[config.mk]
export PLATFORM = sky130hd
export DESIGN_NAME = mac_obuf_deskew
export DESIGN_NICKNAME = d
export VERILOG_FILES = /design/src/rtl/mac_obuf_deskew.sv
export SDC_FILE = /design/constraint.sdc
export NUM_CORES = 1
export LEC_CHECK = 0
export CORE_MARGIN = 2
export CORE_UTILIZATION = 42
export CTS_CLUSTER_SIZE = 10
export DETAILED_ROUTE_END_ITERATION = 8
export GPL_TIMING_DRIVEN = 0
export PLACE_DENSITY = 0.59
export SETUP_SLACK_MARGIN = 0.5
export SYNTH_ARGS = -nofsm -noshare
export SYNTH_HDL_FRONTEND = slang
export SYNTH_SLANG_ARGS = --single-unit
export TNS_END_PERCENT = 1
[constraint.sdc]
create_clock -name CLK -period 7.3 [get_ports CLK]
set_clock_uncertainty 0.05 [all_clocks]
set_input_delay 1.095 -clock CLK [delete_from_list [all_inputs] [get_ports CLK]]
set_output_delay 1.095 -clock CLK [all_outputs]
set_load 0.02 [all_outputs]
[src/rtl/mac_obuf_deskew.sv]
// mac_obuf_deskew: collects the skewed per-row psum streams of the 4x4 MAC
// array, re-aligns them into whole result vectors in a two-bank ping-pong
// tile buffer, and drains completed tiles through a valid/ready stream.
module mac_obuf_deskew #(
    parameter int DEPTH = 4,
    parameter int DW    = 16
) (
    input  logic              CLK,
    input  logic              RSTN,
    input  logic [4*DW-1:0]   ODATA_IN,
    input  logic [3:0]        OVALID_IN,
    output logic [4*DW-1:0]   M_DATA,
    output logic              M_VALID,
    input  logic              M_READY,
    output logic              M_LAST,
    input  logic              CLR_ERR,
    output logic              OVF_ERR,
    output logic              BUSY
);

    // Write counters run 0..DEPTH (DEPTH means "row done"), read counter 0..DEPTH-1.
    localparam int CW = $clog2(DEPTH + 1);
    localparam int AW = $clog2(DEPTH);
    localparam logic [CW-1:0] WCNT_FULL = CW'(DEPTH);
    localparam logic [CW-1:0] WCNT_ONE  = CW'(1);
    localparam logic [AW-1:0] RCNT_LAST = AW'(DEPTH - 1);
    localparam logic [AW-1:0] RCNT_ONE  = AW'(1);

    // Architectural state
    logic              wbank_r;
    logic              rbank_r;
    logic [CW-1:0]     wcnt_r [4];
    logic [AW-1:0]     rcnt_r;
    logic [1:0]        full_r;
    logic              ovf_r;
    logic [DW-1:0]     mem_r [2][4][DEPTH];

    // Write-side decode
    logic [DW-1:0]     row_data_s [4];
    logic [3:0]        acc_s;
    logic [3:0]        drop_s;
    logic [CW-1:0]     wcnt_nxt_s [4];
    logic              tile_done_s;

    // Read-side decode
    logic              fire_s;
    logic              last_beat_s;
    logic [1:0]        full_nxt_s;

    // Split the packed input into rows and decide per row: accept, drop or idle.
    always_comb begin
        tile_done_s = 1'b1;
        for (int r = 0; r < 4; r++) begin
            row_data_s[r] = ODATA_IN[(4*DW-1)-r*DW -: DW];
            if (OVALID_IN[r] && !full_r[wbank_r] && (wcnt_r[r] != WCNT_FULL)) begin
                acc_s[r] = 1'b1;
            end else begin
                acc_s[r] = 1'b0;
            end
            drop_s[r] = OVALID_IN[r] & ~acc_s[r];
            if (acc_s[r]) begin
                wcnt_nxt_s[r] = wcnt_r[r] + WCNT_ONE;
            end else begin
                wcnt_nxt_s[r] = wcnt_r[r];
            end
            if (wcnt_nxt_s[r] != WCNT_FULL) begin
                tile_done_s = 1'b0;
            end else begin
                tile_done_s = tile_done_s;
            end
        end
    end

    // Beat handshake and combined bank-full update (fill on one bank, free on the other).
    always_comb begin
        fire_s      = full_r[rbank_r] & M_READY;
        last_beat_s = fire_s && (rcnt_r == RCNT_LAST);
        full_nxt_s  = full_r;
        if (last_beat_s) begin
            full_nxt_s[rbank_r] = 1'b0;
        end else begin
            full_nxt_s[rbank_r] = full_r[rbank_r];
        end
        // A completing tile always targets a non-full bank, so it never collides with the freed one.
        if (tile_done_s) begin
            full_nxt_s[wbank_r] = 1'b1;
        end else begin
            full_nxt_s[wbank_r] = full_nxt_s[wbank_r];
        end
    end

    // Control state: bank pointers, fill/drain counters, full flags and sticky error.
    always_ff @(posedge CLK) begin
        if (!RSTN) begin
            wbank_r <= 1'b0;
            rbank_r <= 1'b0;
            rcnt_r  <= {AW{1'b0}};
            full_r  <= 2'b00;
            ovf_r   <= 1'b0;
            for (int r = 0; r < 4; r++) begin
                wcnt_r[r] <= {CW{1'b0}};
            end
        end else begin
            full_r <= full_nxt_s;
            if (tile_done_s) begin
                wbank_r <= ~wbank_r;
                for (int r = 0; r < 4; r++) begin
                    wcnt_r[r] <= {CW{1'b0}};
                end
            end else begin
                for (int r = 0; r < 4; r++) begin
                    wcnt_r[r] <= wcnt_nxt_s[r];
                end
            end
            if (last_beat_s) begin
                rcnt_r  <= {AW{1'b0}};
                rbank_r <= ~rbank_r;
            end else if (fire_s) begin
                rcnt_r  <= rcnt_r + RCNT_ONE;
            end
            // A drop in the same cycle as a clear keeps the flag set.
            if (|drop_s) begin
                ovf_r <= 1'b1;
            end else if (CLR_ERR) begin
                ovf_r <= 1'b0;
            end
        end
    end

    // Tile storage: each accepted psum lands at its row's own fill position.
    always_ff @(posedge CLK) begin
        for (int r = 0; r < 4; r++) begin
            if (acc_s[r]) begin
                mem_r[wbank_r][r][wcnt_r[r][AW-1:0]] <= row_data_s[r];
            end
        end
    end

    // Output stream is a direct view of the read bank; data is forced to zero when idle.
    always_comb begin
        M_VALID = full_r[rbank_r];
        if (M_VALID) begin
            M_DATA = {mem_r[rbank_r][0][rcnt_r], mem_r[rbank_r][1][rcnt_r],
                      mem_r[rbank_r][2][rcnt_r], mem_r[rbank_r][3][rcnt_r]};
            M_LAST = (rcnt_r == RCNT_LAST);
        end else begin
            M_DATA = {(4*DW){1'b0}};
            M_LAST = 1'b0;
        end
    end

    // Status flags: sticky overflow and busy whenever anything is buffered.
    always_comb begin
        OVF_ERR = ovf_r;
        BUSY    = |full_r;
        for (int r = 0; r < 4; r++) begin
            if (wcnt_r[r] != {CW{1'b0}}) begin
                BUSY = 1'b1;
            end else begin
                BUSY = BUSY;
            end
        end
    end

endmodule

==> results of run 1 <==
## worst max-delay path by stage
stage | to | slack [ps] | cells after the start
final | M_DATA[59] | 2370 | 6
after global routing | M_DATA[33] | 2080 | 6
after CTS | M_DATA[33] | 2210 | 6
after detailed placement | M_DATA[33] | 2870 | 6
after global placement | M_DATA[0] | 2900 | 6
after floorplan | M_DATA[47] | 4280 | 5
## logic make-up after synthesis
kind of cell / after synthesis
buffers and inverters: 61
adder cells (fa/ha/maj): 17
AO/OA/AOI/OAI: 16
multiplexers: 198
flip-flops: 532
AND/OR/NAND/NOR: 161
other: 1
XOR/XNOR: 9
## tightest hold or removal path, delay by kind of cell (launching register included)
family	cells	cell delay (ps)
AND/OR/NAND/NOR	1	70
AO/OA/AOI/OAI	1	50
flip-flops	1	350
## through the flow
stage          utilization [%]  total power [mW]  setup WS (ps)  cells
2_1_floorplan                -              3.62           4280   1003
3_3_place_gp              47.2              3.73           2900   1806
3_5_place_dp              47.2              3.74           2870   1806
4_1_cts                   50.7              6.37           2210   1907
5_1_grt                   50.7              6.51           2080   1907
6_report                  50.7              6.30           2370   1910
## power by group through the flow
stage / Sequential [mW] / Combinational (mW) / Clock, mW
2_1_floorplan: 3.50 / 0.114 / 0
3_3_place_gp: 3.51 / 0.223 / 0
3_5_place_dp: 3.51 / 0.229 / 0
4_1_cts: 3.45 / 0.230 / 2.69
5_1_grt: 3.45 / 0.247 / 2.81
6_report: 3.45 / 0.225 / 2.63
## layer usage
metal / track usage [%] / vias to the layer above / wire length [µm] / share of wire, %
met4: 4.45 / 2 / 717 / 1.6
met3: 3.86 / 56 / 2110 / 4.8
met2: 28.0 / 219 / 21200 / 48
met1: 25.2 / 5147 / 20300 / 46
li1: - / 4466 / - / -
met5: 0 / - / 16 / 0.036
## state kept, by name, summed over array words and instances, names as in the netlist, named ones only
| signal | flops |
|---|---|
| mem_r | 512 |
| OVF_ERR | 1 |
| rbank_r | 1 |
| full_r | 2 |
| rcnt_r | 2 |
| wbank_r | 1 |
| wcnt_r | 12 |
## placed cells by master, fill, tap and decap left out, types with 9 or more instances in the layout
master and instances:
edfxtp_1 521, clkdlybuf4s50_1 139, mux4_2 128, nor2_1 86, mux2i_1 67, clkbuf_1 63, clkbuf_16 61, and2_1 20
ha_1 17, and3_1 13, nand2_1 12, dfxtp_1 11, inv_1 11, buf_2 11, buf_1 9, conb_1 9
## layout make-up
class / count / area share, %
plain buffers: 50 / 0.959
inverters: 11 / 0.166
well taps: 664 / 3.34
diodes: 3 / 0.0301
clock buffers: 100 / 6.72
clock inverters: 1 / 0.0201
flip-flops and latches: 532 / 63.7
repair buffers: 139 / 5.59
multi-input cells: 410 / 19.5
## cells in the mapped netlist, types with 2 or more instances
cell      instances
dfxtp_1          11
mux2i_1          67
nand3_1           6
a21oi_1           7
mux2_2            2
and3_1           13
nand2_4           2
clkbuf_1         24
inv_1            11
nor2_1           86
mux4_2          128
edfxtp_1        521
and2_1           20
and3_2            6
nor2b_1           4
buf_1             9
buf_6             3
buf_2            11
xnor2_1           6
ha_1             17
o21ai_1           2
nand4_1           3
nand2_1          12
==> out/results.md, run 1 <==
### Worst setup path
• wcnt_r[3][0] — start of the worst register-to-register path
• 4410 ps — worst setup slack for register-to-register paths
• flop — critical path launch point type
• flop to primary output — category of the critical setup timing path
• buffers and inverters — category of cells accounting for the largest share of critical-path delay
• 3780 ps — Critical Path AT
• 6150 ps — Worst Path Required
• 10 — CP Max Fanout
• buf_1 — CP max-delay cell
• 9 — Worst Reg-to-Reg Cells
• wcnt_r[1][1] — r2r endpoint
• rcnt_r[0] — start point of the critical path
• 3 — number of buffer and inverter stages on the critical path
• primary output — Crit. End Element
• clkbuf_1 > buf_1 > mux4_2 > mux2i_1 > nor2_1 > clkdlybuf4s50_1 — cells traversed along the worst timing path
• 710 ps — largest stage delay on the critical path

### Power and ir drop
• 0.172 mV — IR Drop Worst-Case VDD
• 253 nW/µm² — power density of the placed cells
• 3.6% — Comb pwr share
• 54.7% — part of the power in registers
• 5.06 mW — Internal Pwr Total
• 7.71 nW — static leakage power
• 1.24 mW — Switching Power
• 41.7% — fraction of power consumed by the clock network
• 19.7% — fraction of power spent switching nets

### Floorplan
• 227 µm — horizontal extent of the die
• 42.7% — Initial Util
• 51700 µm² — die area
• 227 µm — Die Y
• 140 — Top Ports
• 81 — Placement Rows
• 49200 µm² — CORE AREA

### Yosys
• 0 — Synth Warn #
• 1.01% — Post-Synth Adder-Cell Area
• edfxtp_1 75%, mux4_2 14%, mux2i_1 3.2% — cells taking the most area after synthesis
• 521 — number of enable flip-flop cells after synthesis
• 17.1% — post-synthesis mux area share
• 0.501% — xor-xnor portion of the synthesized cell area
• 3.78% — area share of and/or/nand/nor cells after synthesis
• 532 — flops & latches, synth
• 75.7% — sequential element share of the synthesized area
• 21000 µm² — netlist area before placement
• 0% — proportion of synthesized flip-flops having asynchronous set or reset
• edfxtp_1 — cell type contributing the most total cell area after synthesis
• 995 — number of cells produced by synthesis
• 74.6% — proportion of netlist area held by the largest area contributor
• 0.591% — complex-gate fraction of the synthesized area
• 21.1 µm² — mean instance size in the synthesized netlist
• 47 — Yosys cell types
• edfxtp_1 — Top FF cell, synth
• multiplexers — dominant combinational cell family by area after synthesis

### Placement
• 0.728 — GPL Wtd Cong
• 26.3 mm — sum of net half-perimeters after detailed placement
• 139 — number of port buffers
• 23200 µm² — area after detailed placement

### Clocking
• 0 — hold buffer count at cts
• 600 ps — clock latency on the worst-skew pair
• 0 — cts repair resizes
• 532 — clk sink count
• 50 ps — Clock Pin Slew Worst Setup and Hold Paths
• 59 — CTS buffer count
• yes — clock tree from TritonCTS
• 0 — post-CTS setup buffers
• 2 — number of H-tree branching levels
• clkbuf_16 — clock tree root driver cell
• 3 — clk buf depth

### Drt
• 5.18 — Via density
• 0 — Post-route DRC
• 730 — Iteration-0 DRC Markers
• 44.4 mm — total length of routed wires
• 0 — Routed Antenna Nets
• 4 — Pre-Repair DR Iteration Count
• 9890 — routed via count
• 23.2 µm — DR WL/cell

### Timing
• 0 — Final Hold Fails
• 4930 ps — Final Critical Period
• 1120 ps — transition at the pin with the smallest max-transition slack
• 0 ps — Setup TNS
• 0 — Final Max Slew Viols
• no — RSZ-0062 raised after global routing
• 67.5% — share of the clock period used by the worst path after layout
• 0.203 GHz — Fmax
• 469 ps — Final Hold Slack
• 0 — final count of negative-setup-slack endpoints
• 25.6% — Max-slew headroom

### Job
• 0 — count of maximum capacitance violations

### GRT
• 10600 — via count of the first global-routing pass
• 0 — global route total overflow
• 2 — initial antenna violation count
• 17.7% — overall fraction of global-route tracks in use
• 66.1 mm — first-pass GRT wire length
• 17 — pin count of the biggest net entering global routing

### Final layout
• 18.8% — area growth from synthesis to layout
• 17.8% — fraction of final layout cells with drive strength greater than 1
• 1292 — number of nets at the end of the flow
• 15900 µm² — sequential cell area
• 3995 — fill cell instance count of the final layout
• 4860 µm² — combined area of the multi-input logic cells
• 24900 µm² — summed area of non-filler cells in the final layout

### Worst hold path
• flop to flop — worst hold path type
• wcnt_r[2][1] — beginning of the worst hold path
• wcnt_r[2][1] — Hold Crit Endpoint
• 2 — worst hold path cell count

### Run status
• completed — result of the run

Note: power is estimated with default switching activity, not from simulation.
==> run 2: changes to the inputs <==
- PLACE_DENSITY: 0.59 -> 0.61
- clock period: 7.3 -> 4.05 ns (I/O delays scaled with it)
==> run 2 against run 1 <==
Against the previous run: combinational power up 78%; register-to-register slack got worse by 3300 ps; hold slack worse by 9.7 ps; final cell count hardly changed; first-iteration DRC count is 13% higher; power up 80%; critical path type unchanged; design area is 0.66% higher; clock power up 81%; flip-flop and latch count stayed put; count of clock-buffer cells in the layout rose by 1.
==> out/results.md, run 2 (synthesis results as in run 1) <==
### Final layout
• edfxtp_1 — most frequent standard cell in the layout excluding fill and tap cells
• 3932 — fill cell instance count of the final layout, -1.6%
• 512 — number of flip-flops under the largest register name, unchanged
• 1292 — number of nets at the end of the flow, unchanged
• 51.0% — final cell utilization of the core, +0.33 points
• 521 x edfxtp_1, 138 x clkdlybuf4s50_1, 128 x mux4_2 — most frequent cells in the layout
• 20.2% — fraction of final layout cells with drive strength greater than 1, +2.4 points
• 1909 — count of non-filler cells in the finished layout, -0.052%
• 19.6% — area growth from synthesis to layout

### Drt
• 826 — Iteration-0 DRC Markers, +13%
• 0 — Post-route DRC, unchanged
• 5.25 — Via density, +1.4%
• 10000 — routed via count, +1.3%
• 5 — Pre-Repair DR Iteration Count, +1
• 44.6 mm — total length of routed wires, +0.49%
• 23.4 µm — DR WL/cell, +0.54%
• 0 — Routed Antenna Nets, unchanged

### Run status
• completed — result of the run

### Placement
• 139 — number of port buffers, unchanged
• 0.747 — GPL Wtd Cong, +2.6%
• 26.3 mm — sum of net half-perimeters after detailed placement, about the same
• 128 ps — setup slack at placement, -2740 ps
• 1806 — count of placed standard cells including taps, unchanged

### Clocking
• 3 — clk buf depth, unchanged
• 77 — cts repair resizes, +77
• 2 — number of H-tree branching levels, unchanged
• 532 — clk sink count, unchanged
• clkbuf_16 — clock tree root driver cell
• yes — clock tree from TritonCTS
• 50 ps — Clock Pin Slew Worst Setup and Hold Paths, about the same
• 0 — post-CTS setup buffers, unchanged
• 0 — hold buffer count at cts, unchanged
• 600 ps — clock latency on the worst-skew pair, about the same
• 59 — CTS buffer count, unchanged

### Worst setup path
• flop — critical path launch point type
• primary output — Crit. End Element
• 3390 ps — Worst Path Required, -2760 ps
• 10 — CP Max Fanout, unchanged
• 2840 ps — Critical Path AT, -940 ps
• flop to primary output — category of the critical setup timing path

### Floorplan
• 81 — Placement Rows, unchanged
• 227 µm — Die Y, unchanged
• 140 — Top Ports, unchanged
• 51700 µm² — die area, unchanged
• 49200 µm² — CORE AREA, unchanged
• 42.7% — Initial Util, unchanged
• 227 µm — horizontal extent of the die, unchanged

### Timing
• 3500 ps — Final Critical Period
• 1090 ps — transition at the pin with the smallest max-transition slack, -27.2 ps
• yes — RSZ-0062 raised after global routing
• 0 — Final Hold Fails, unchanged
• 549 ps — smallest setup slack after layout, -1820 ps
• 0 — final count of negative-setup-slack endpoints, unchanged
• 0 — Final Max Slew Viols, unchanged
• 27.4% — Max-slew headroom, +1.8 points
• 86.5% — share of the clock period used by the worst path after layout
• 0 ps — Setup TNS, unchanged
• 0.286 GHz — Fmax

### GRT
• 28.1% — Global Route met2 Usage, +0.098 points
• 4 — initial antenna violation count, +2
• 0 — global route total overflow, unchanged
• met2 — most crowded layer after global routing
• 3.79% — met3 routing resource usage after global routing, -0.065 points
• 17 — pin count of the biggest net entering global routing, unchanged
• 66.5 mm — first-pass GRT wire length, +0.61%
• 25.4% — met1 layer usage reported by global route, +0.18 points
• 10400 — via count of the first global-routing pass, -1.0%
• 17.8% — overall fraction of global-route tracks in use, +0.067 points

### Power and ir drop
• 7.85 nW — static leakage power, +1.8%
• 0.262 mV — IR Drop Worst-Case VDD, +52%
• 454 nW/µm² — power density of the placed cells, +79%

### Worst hold path
• flop to flop — worst hold path type

### Job
• 0 — count of maximum capacitance violations, unchanged

run 2: cell count changes in the layout (fill, tap and decap cells not counted), sizes merged:
cell	before	now
clkbuf	124	123
dlymetal6s2s	0	1
buf	24	26
clkdlybuf4s50	139	138
diode	3	1
run 2: metal layers:
| metal | vias up | wire length (µm) | share of wire [%] |
|---|---|---|---|
| met2 | 227 | 21200 | 48 |
| met1 | 5256 | 20300 | 46 |
| li1 | 4463 | - | - |
| met4 | 6 | 806 | 1.8 |
| met3 | 69 | 2210 | 5.0 |
| met5 | - | 41 | 0.092 |
run 2: cell type report:
class	instances	area [µm²]	share of cell area, %
inverters	11	41.3	0.165
diodes	1	2.50	0.00998
plain buffers	50	393	1.57
well taps	664	831	3.31
clock buffers	101	1690	6.73
flip-flops and latches	532	15900	63.3
multi-input cells	410	4860	19.4
repair buffers	139	1390	5.56
clock inverters	1	3.75	0.0150
run 2: where the power goes:
group | leakage [nW] | switching, mW | internal, mW
combinational | 2.22 | 0.223 | 0.178
clock | 0.807 | 1.98 | 2.78
sequential | 4.83 | 0.0333 | 6.18
run 2: critical path: stages (launching register included):
cell,delay [ps]
dfxtp_1,480
clkbuf_8,270
buf_4,250
mux4_2,220
mux2i_1,60
nor2_1,280
clkdlybuf4s50_1,670
run 2: path summary, 6_finish.rpt:
path                                    from  cells past startpoint  slack, ps      endpoint
worst max-delay path               rcnt_r[0]                      6        550     M_DATA[0]
worst min register to register  wcnt_r[2][1]                      2        460  wcnt_r[2][1]
worst min-delay path            wcnt_r[2][1]                      2        460  wcnt_r[2][1]
worst max register to register  wcnt_r[3][0]                      9       1130  wcnt_r[1][0]
run 2: through the flow:
stage | power (mW) | hold WS [ps] | cell area (µm²)
CTS | 11.5 | 463 | 25100
floorplan | 6.52 | 413 | 21000
detailed placement | 6.73 | 456 | 23200
finish | 11.4 | 459 | 25100
global route | 11.7 | 506 | 25100
global placement | 6.72 | 458 | 23200
==> run 3: changes to the inputs <==
- CORE_UTILIZATION: 42 -> 40
- HOLD_SLACK_MARGIN: not set -> 0.05
- PLACE_DENSITY: 0.61 -> 0.59
==> run 3 against run 2 <==
Against the previous run: via count shrank 0.58%; sequential share of layout area hardly changed; flip-flop and latch count is the same; fmax up 0.42%; sequential power about the same; largest cell class unchanged.
==> out/results.md, run 3 (synthesis results as in run 1) <==
### GRT
• 66.3 mm — first-pass GRT wire length, -0.17%
• 16.8% — overall fraction of global-route tracks in use, -0.98 points
• 0 — global route total overflow, unchanged
• 4 — initial antenna violation count, unchanged
• 17 — pin count of the biggest net entering global routing, unchanged
• 10500 — via count of the first global-routing pass, +0.86%

### Placement
• 58.1 ps — setup slack at placement, -70.4 ps
• 26.5 mm — sum of net half-perimeters after detailed placement, +0.83%
• 0.752 — GPL Wtd Cong, +0.68%
• 139 — number of port buffers, unchanged

### Timing
• 86.1% — share of the clock period used by the worst path after layout, -0.36 points
• 28.5% — Max-slew headroom, +1.1 points
• 465 ps — Final Hold Slack, +5.55 ps
• 0 — Final Hold Fails, unchanged
• 0.287 GHz — Fmax, +0.42%
• 1070 ps — transition at the pin with the smallest max-transition slack, -17.1 ps
• 563 ps — smallest setup slack after layout, +14.5 ps
• 3490 ps — Final Critical Period, -14.5 ps
• 0 — Final Max Slew Viols, unchanged
• 0 — final count of negative-setup-slack endpoints, unchanged
• 0 ps — Setup TNS, unchanged
• yes — RSZ-0062 raised after global routing

### Drt
• 4 — Pre-Repair DR Iteration Count, -1
• 5.18 — Via density, -1.3%
• 23.1 µm — DR WL/cell, -1.2%
• 0 — Routed Antenna Nets, unchanged
• 44.4 mm — total length of routed wires, -0.51%
• 0 — Post-route DRC, unchanged
• 9963 — routed via count, -0.58%
• 814 — Iteration-0 DRC Markers, -1.5%

### Power and ir drop
• 7.85 nW — static leakage power, about the same
• 453 nW/µm² — power density of the placed cells, -0.17%
• 0.314 mV — IR Drop Worst-Case VDD, +20%
• 11.4 mW — total power, -0.13%

### Clocking
• clkbuf_16 — clock tree root driver cell
• 600 ps — clock latency on the worst-skew pair, about the same
• 59 — CTS buffer count, unchanged
• 3 — clk buf depth, unchanged
• 50 ps — Clock Pin Slew Worst Setup and Hold Paths, about the same
• 2 — number of H-tree branching levels, unchanged
• 532 — clk sink count, unchanged
• yes — clock tree from TritonCTS

### Final layout
• 19.6% — area growth from synthesis to layout, about the same
• edfxtp_1 — most frequent standard cell in the layout excluding fill and tap cells
• 4202 — fill cell instance count of the final layout, +6.9%
• 512 — number of flip-flops under the largest register name, unchanged
• 521 x edfxtp_1, 138 x clkdlybuf4s50_1, 128 x mux4_2 — most frequent cells in the layout
• 15900 µm² — sequential cell area, unchanged
• 20.1% — fraction of final layout cells with drive strength greater than 1, -0.032 points
• 4860 µm² — combined area of the multi-input logic cells, unchanged
• 1292 — number of nets at the end of the flow, unchanged

### Floorplan
• 140 — Top Ports, unchanged
• 54300 µm² — die area, +4.9%
• 51600 µm² — CORE AREA, +5.0%
• 83 — Placement Rows, +2.5%
• 233 µm — horizontal extent of the die, +2.4%
• 40.6% — Initial Util, -2.0 points
• 233 µm — Die Y, +2.4%

### Run status
• completed — result of the run

### Worst setup path
• 10 — CP Max Fanout, unchanged
• 1160 ps — worst setup slack for register-to-register paths, +30 ps
• primary output — Crit. End Element
• wcnt_r[3][1] — start of the worst register-to-register path
• 9 — Worst Reg-to-Reg Cells, unchanged
• 3390 ps — Worst Path Required, about the same
• 2830 ps — Critical Path AT, about the same
• flop — critical path launch point type
• flop to primary output — category of the critical setup timing path
• wcnt_r[1][0] — r2r endpoint
• M_DATA[19] — endpoint of the most critical setup path

### Job
• 0 — count of maximum capacitance violations, unchanged

### Worst hold path
• flop to flop — worst hold path type

[run 3: cell count changes in the layout (fill, tap and decap cells not counted), sizes merged]
cell and change:
clkbuf -2, clkinv -1
[run 3: per-stage QoR]
step	area, µm²	cells	utilization, %
3_3_place_gp	23200	1822	45.0
2_1_floorplan	21000	1003	-
4_1_cts	25000	1921	48.5
3_5_place_dp	23200	1822	45.0
5_1_grt	25100	1922	48.6
6_report	25100	1922	48.6
[run 3: worst min-delay path by stage]
stage                 start            to  slack [ps]  cells after the start
4_1_cts        wcnt_r[2][1]  wcnt_r[2][1]         460                      2
5_1_grt        wcnt_r[2][1]  wcnt_r[2][1]         500                      2
2_1_floorplan     full_r[1]     full_r[1]         410                      2
3_5_place_dp   wcnt_r[2][1]  wcnt_r[2][1]         460                      2
6_report       wcnt_r[2][1]  wcnt_r[2][1]         460                      2
3_3_place_gp   wcnt_r[2][1]  wcnt_r[2][1]         460                      2
[run 3: final cells by class]
type	count	area share (%)
clock buffer	99	6.69
antenna	1	0.00998
tap	680	3.39
buffer	50	1.57
sequential	532	63.3
multi-input combinational	410	19.4
inverter	11	0.165
timing repair buffer	139	5.56
[run 3: what timing repair did]
| item | CTS | global route |
|---|---|---|
| gates cloned | 0 | 0 |
| setup endpoints to repair | 64 | 64 |
| setup buffers | 0 | 0 |
| resized for setup | 62 | 30 |
| hold buffers | 0 | 0 |
[run 3: routing by layer]
layer | wire length (µm) | vias to the layer above | GRT usage (%)
met3 | 2140 | 65 | 3.57
met5 | 26 | - | 0
met2 | 21800 | 224 | 27.7
li1 | - | 4466 | -
met1 | 19600 | 5204 | 22.8
met4 | 758 | 4 | 4.08
[run 3: critical path, stage by stage, from the launching register on]
cell and delay, ps:
dfxtp_1 360, buf_6 230, buf_6 230, mux4_2 530, mux2i_1 260, nor2_1 70
clkdlybuf4s50_1 550
[run 3: power breakdown]
group / total [mW] / internal (mW) / switching [mW]
clock network: 4.74 / 2.77 / 1.97
registers: 6.21 / 6.18 / 0.0339
logic: 0.405 / 0.178 / 0.227
total: 11.4 / 9.13 / 2.23
